## config.mk

```make
export PLATFORM = sky130hd
export DESIGN_NAME = cpu_phase_seq
export DESIGN_NICKNAME = d
export VERILOG_FILES = /design/src/rtl/cpu_phase_seq.sv
export SDC_FILE = /design/constraint.sdc
export NUM_CORES = 1
export LEC_CHECK = 0
export CORE_MARGIN = 2
export CORE_UTILIZATION = 30
export CTS_BUF_LIST = sky130_fd_sc_hd__clkbuf_16
export DETAILED_ROUTE_END_ITERATION = 16
export GPL_TIMING_DRIVEN = 0
export PLACE_DENSITY = 0.63
export SLEW_MARGIN = 20
export SYNTH_ARGS = -nofsm -noshare
export SYNTH_HDL_FRONTEND = slang
export SYNTH_SLANG_ARGS = --single-unit
```

## constraint.sdc

```tcl
create_clock -name clk -period 2.88 [get_ports clk]
set_clock_uncertainty 0.2 [all_clocks]
set_input_delay 0.432 -clock clk [delete_from_list [all_inputs] [get_ports clk]]
set_output_delay 0.432 -clock clk [all_outputs]
set_load 0.01 [all_outputs]
```

## src/rtl/cpu_phase_seq.sv

```systemverilog
`default_nettype none
// ============================================================================
// Module   : cpu_phase_seq
// Brief    : Multi-cycle fetch/decode/execute/write sequencer with PC, retire
//            counter and memory-handshake timeout.
// Revision : 1.0 - initial release
// ============================================================================
module cpu_phase_seq #(
    parameter logic [31:0] RESET_PC = 32'h0000_0000,
    parameter logic [31:0] PC_STEP  = 32'd4,
    parameter int          CNT_W    = 32,
    parameter int          TIMEOUT  = 16
) (
    input  logic             clk,
    input  logic             rst_n,
    input  logic             run,
    input  logic             imem_ready,
    input  logic             dmem_ready,
    input  logic             mem_op,
    input  logic             halt,
    input  logic             reg_update,
    input  logic             pc_update,
    input  logic [31:0]      pc_new,
    output logic [3:0]       start,
    output logic [31:0]      pc,
    output logic             fetch_req,
    output logic             dmem_req,
    output logic             reg_we,
    output logic             busy,
    output logic             halted,
    output logic             err,
    output logic [CNT_W-1:0] retire_cnt
);

    localparam int c_WAIT_W = (TIMEOUT > 1) ? $clog2(TIMEOUT) : 1;
    localparam logic [c_WAIT_W-1:0] c_WAIT_LAST = c_WAIT_W'((TIMEOUT > 0) ? TIMEOUT - 1 : 0);

    localparam logic [2:0] c_ST_IDLE   = 3'd0;
    localparam logic [2:0] c_ST_FETCH  = 3'd1;
    localparam logic [2:0] c_ST_DECODE = 3'd2;
    localparam logic [2:0] c_ST_EXEC   = 3'd3;
    localparam logic [2:0] c_ST_WRITE  = 3'd4;
    localparam logic [2:0] c_ST_HALT   = 3'd5;
    localparam logic [2:0] c_ST_ERROR  = 3'd6;

    logic [2:0]          r_state;
    logic [2:0]          w_state_nxt;
    logic [3:0]          r_start;
    logic [3:0]          w_start_nxt;
    logic [31:0]         r_pc;
    logic [CNT_W-1:0]    r_retire;
    logic [c_WAIT_W-1:0] r_wait;
    logic                w_timeout;
    logic                w_waiting;

    assign w_timeout = (TIMEOUT != 0) && (r_wait == c_WAIT_LAST);

    always_comb begin
        w_state_nxt = r_state;
        w_start_nxt = 4'b0000;
        case (r_state)
            c_ST_IDLE: begin
                if (run) w_state_nxt = c_ST_FETCH;
            end
            c_ST_FETCH: begin
                if (imem_ready)     w_state_nxt = c_ST_DECODE;
                else if (w_timeout) w_state_nxt = c_ST_ERROR;
            end
            c_ST_DECODE: begin
                w_state_nxt = halt ? c_ST_HALT : c_ST_EXEC;
            end
            c_ST_EXEC: begin
                if (!mem_op || dmem_ready) w_state_nxt = c_ST_WRITE;
                else if (w_timeout)        w_state_nxt = c_ST_ERROR;
            end
            c_ST_WRITE: begin
                w_state_nxt = run ? c_ST_FETCH : c_ST_IDLE;
            end
            c_ST_HALT:  w_state_nxt = c_ST_HALT;
            c_ST_ERROR: w_state_nxt = c_ST_ERROR;
            default:    w_state_nxt = c_ST_IDLE;
        endcase
        // Phase vector is decoded from the next state so it can be registered.
        case (w_state_nxt)
            c_ST_FETCH:  w_start_nxt = 4'b0001;
            c_ST_DECODE: w_start_nxt = 4'b0010;
            c_ST_EXEC:   w_start_nxt = 4'b0100;
            c_ST_WRITE:  w_start_nxt = 4'b1000;
            default:     w_start_nxt = 4'b0000;
        endcase
    end

    // Staying in FETCH or EXEC can only mean a memory wait.
    assign w_waiting = (w_state_nxt == r_state) &&
                       ((r_state == c_ST_FETCH) || (r_state == c_ST_EXEC));

    always_ff @(posedge clk) begin
        if (!rst_n) begin
            r_state  <= c_ST_IDLE;
            r_start  <= 4'b0000;
            r_pc     <= RESET_PC;
            r_retire <= '0;
            r_wait   <= '0;
        end else begin
            r_state <= w_state_nxt;
            r_start <= w_start_nxt;
            r_wait  <= w_waiting ? r_wait + c_WAIT_W'(1) : '0;
            if (r_state == c_ST_WRITE) begin
                r_pc     <= pc_update ? pc_new : r_pc + PC_STEP;
                r_retire <= r_retire + CNT_W'(1);
            end
        end
    end

    assign start      = r_start;
    assign pc         = r_pc;
    assign retire_cnt = r_retire;
    assign fetch_req  = (r_state == c_ST_FETCH);
    assign dmem_req   = (r_state == c_ST_EXEC) && mem_op;
    assign reg_we     = (r_state == c_ST_WRITE) && reg_update;
    assign busy       = (r_state != c_ST_IDLE) && (r_state != c_ST_HALT) &&
                        (r_state != c_ST_ERROR);
    assign halted     = (r_state == c_ST_HALT);
    assign err        = (r_state == c_ST_ERROR);

endmodule
`default_nettype wire

```

==> impl_metrics.tcl <==
set metrics [dict create \
    status "finished, final reports clean" \
    syn_to_final_growth_pct 40.4 \
    period_share_pct 94.2 \
    setup.worst_path.start_class "flop" \
    clk_pin_slew_ns 0.05 \
    r2r-start "pc[2]" \
    holdPathEnd "r_wait[0]" \
    antenna_found_initial 0 \
    rr_worst_depth 5 \
    clock_latency_ns 0.34 \
    htree_levels 3 \
    dp_hpwl_um 10900 \
    wl_per_cell_um 18.2 \
    synth-async-reset-ratio_pct 0 \
    cts_made_buffers 9 \
    synth-main-ff-cell "dfxtp_1" \
    fin_nets 688 \
    hp-class "reg -> reg" \
    hold_path_depth 1 \
    core_area_um2 13800 \
    cap_violations 0 \
    drtPass1Iterations 5 \
    worstReg2RegEnd "pc[26]" \
    cts_hold_buffers 0 \
    p_leak_nw 1.98 \
    cts_tree "built" \
    netlist_instances 519 \
    synth-edff-count 0 \
    min_period_ns 2.71 \
    dpl_cell_area_um2 5590 \
    synth_nets 563 \
    regToRegSetupSlack_ns 0.26 \
    syn_avg_cell_area_um2 8.14 \
    ys_warn_count 0 \
    via_per_inst 5.71 \
    post_synth_num_cell_types 65 \
    setup-violations-final 0 \
    cts_max_path_buffers 2 \
    cts.sinks 75 \
    routed_wirelength_um 15100 \
    drc_errors 0 \
    n_antenna_cell 0 \
    fin_setup_tns_ns 0 \
    final_hold_viol_count 0 \
    yosys.area.top_type "dfxtp_1" \
    die_w_um 123 \
    slew_headroom_pct 31.9 \
    crit_fanout 19 \
    grt_pass1_wl_um 23600 \
    grt_max_degree 20 \
    final_cell_area_um2 5930 \
    synth_area_um2 4230 \
    hp-start "r_wait[0]" \
    rows 43 \
    drt_iter0_markers 385 \
    rsz0062_at_grt "false" \
    slew_violations 0 \
    cp.required_ns 2.25 \
    num_vias 4737 \
    setup.worst_path.end_class "output pin" \
    track_usage_pct 20.0 \
    arrival_ns 2.08 \
    gp_congestion 0.915 \
    powerDensity_nw_per_um2 445 \
    grt_overflow 0 \
    start_util_pct 30.6 \
    synth-seq-cells 75 \
    port_buffers 114 \
    power.total_mw 2.64 \
    final_layout_size_suffix_gt1_share_pct 6.63 \
    synth_top_area_share_pct 35.5 \
    grt_pass1_vias 4523 \
    worst_pin_slew_ns 1.01 \
    max_freq_ghz 0.369 \
    worstSetupPathType "reg -> out" \
    dieHeight_um 123 \
    cts-root-buf "clkbuf_16" \
    synth_area_leaders "dfxtp_1 (36%), nand2_1 (4.2%), a21oi_1 (3.4%)" \
    yosysSeqAreaShare_pct 35.5 \
    ir_drop_mv 0.290 \
    die-area_um2 15000 \
    io_pins 115 \
    ant_nets 0 \
]
-- worst max-delay path by stage --
stage	depth (start not counted)	slack, ns	startpoint	end
detailed placement	6	-0.24	r_state[2]	reg_we
global placement	6	-0.20	r_state[2]	reg_we
floorplan	5	0.73	pc[2]	pc[28]
CTS	5	0.07	r_state[2]	reg_we
global route	5	0.04	r_state[2]	reg_we
finish	5	0.17	r_state[2]	reg_we
-- critical path, stage by stage (launching register included) --
cell and delay, ns:
dfxtp_1 0.34, buf_4 0.16, nor3b_4 0.24, buf_4 0.30
and2_1 0.16, clkdlybuf4s50_1 0.54
-- through the flow --
step,hold WS (ns),utilization (%),worst slack (ns),cells
after detailed placement,0.240,40.4,-0.244,813
after global placement,0.229,40.4,-0.197,813
after floorplan,0.218,-,0.732,519
final,0.247,42.9,0.167,829
after CTS,0.247,42.9,0.0748,829
after global routing,0.269,42.9,0.0449,829
-- layout by cell type, fill, tap and decap left out, types with 10 or more instances in the layout --
cell type / synthesis / layout
or3_1: 13 / 13
nand2_1: 47 / 47
clkbuf_1: 23 / 21
nand4_1: 16 / 16
clkdlybuf4s50_1: 0 / 114
a21oi_1: 29 / 29
o31ai_1: 11 / 11
nand3_1: 25 / 25
dfxtp_1: 75 / 75
and3_1: 16 / 16
nand2b_1: 14 / 14
nor2_1: 36 / 36
inv_1: 10 / 11
a31oi_1: 15 / 15
and2_1: 10 / 10
o21ai_0: 18 / 18
mux2i_1: 12 / 12
nor3_1: 14 / 14
-- area by class of cell --
class                   instances  area, um^2
inverters                      11        41.3
repair buffers                115        1150
well taps                     180         225
multi-input cells             398        2530
clock inverters                 7         108
plain buffers                  34         148
flip-flops and latches         75        1500
fillers                      1357        7900
clock buffers                   9         225
-- metal layers --
| layer | share of wire, % | vias to the layer above | track usage (%) |
|---|---|---|---|
| met4 | 2.9 | 0 | 8.98 |
| met2 | 46 | 203 | 31.7 |
| li1 | - | 2244 | - |
| met3 | 6.9 | 36 | 3.07 |
| met5 | 0 | - | 0 |
| met1 | 44 | 2254 | 26.9 |
-- cell usage after synthesis, types with 5 or more instances --
| cell type | n |
|---|---|
| inv_1 | 10 |
| nor4_1 | 9 |
| nor2b_1 | 5 |
| nand2_1 | 47 |
| nand4_1 | 16 |
| nand4_2 | 5 |
| and2_1 | 10 |
| nand3_1 | 25 |
| a31oi_1 | 15 |
| o31ai_1 | 11 |
| or4_1 | 6 |
| o21ai_0 | 18 |
| nor2_1 | 36 |
| dfxtp_1 | 75 |
| clkbuf_1 | 23 |
| mux2i_1 | 12 |
| o311ai_0 | 5 |
| and3_1 | 16 |
| nand2b_1 | 14 |
| and4_1 | 9 |
| a22oi_1 | 5 |
| xnor2_1 | 5 |
| o211ai_1 | 9 |
| xor2_1 | 7 |
| a211oi_1 | 7 |
| buf_2 | 6 |
| nor3_1 | 14 |
| a21oi_1 | 29 |
| or3_1 | 13 |
-- kinds of logic (layout without fill, tap and decap cells) --
kind of cell               after synthesis  after routing  synth area share (%)
xor gates and xnor gates                12             12                  2.49
and+or+nand+nor                        243            243                  33.0
adders and majority gates                3              3                 0.888
AOI/OAI and AO/OA                      127            127                  20.5
DFF                                     75             75                  35.5
buffers and inverters                   46            176                  4.47
muxes                                   13             13                  3.11
-- sequential cells by signal, summed over array words and instances (netlist names) --
name and count:
pc 32, r_wait 4, retire_cnt 32, start 4, r_state 3
-- report_power, final --
| part | internal [mW] | switching, mW | leakage [nW] |
|---|---|---|---|
| Combinational | 0.132 | 0.144 | 1.21 |
| Clock | 0.838 | 0.451 | 0.168 |
| Sequential | 1.06 | 0.0191 | 0.605 |
| Total | 2.02 | 0.614 | 1.98 |
-- repair_timing --
| item | CTS | global route |
|---|---|---|
| gates cloned | 0 | 0 |
| gates resized for setup | 2 | 3 |
| buffers inserted | 1 | 0 |
| endpoints found under the setup margin | 1 | 2 |
Note: power is estimated with default switching activity, not from simulation.
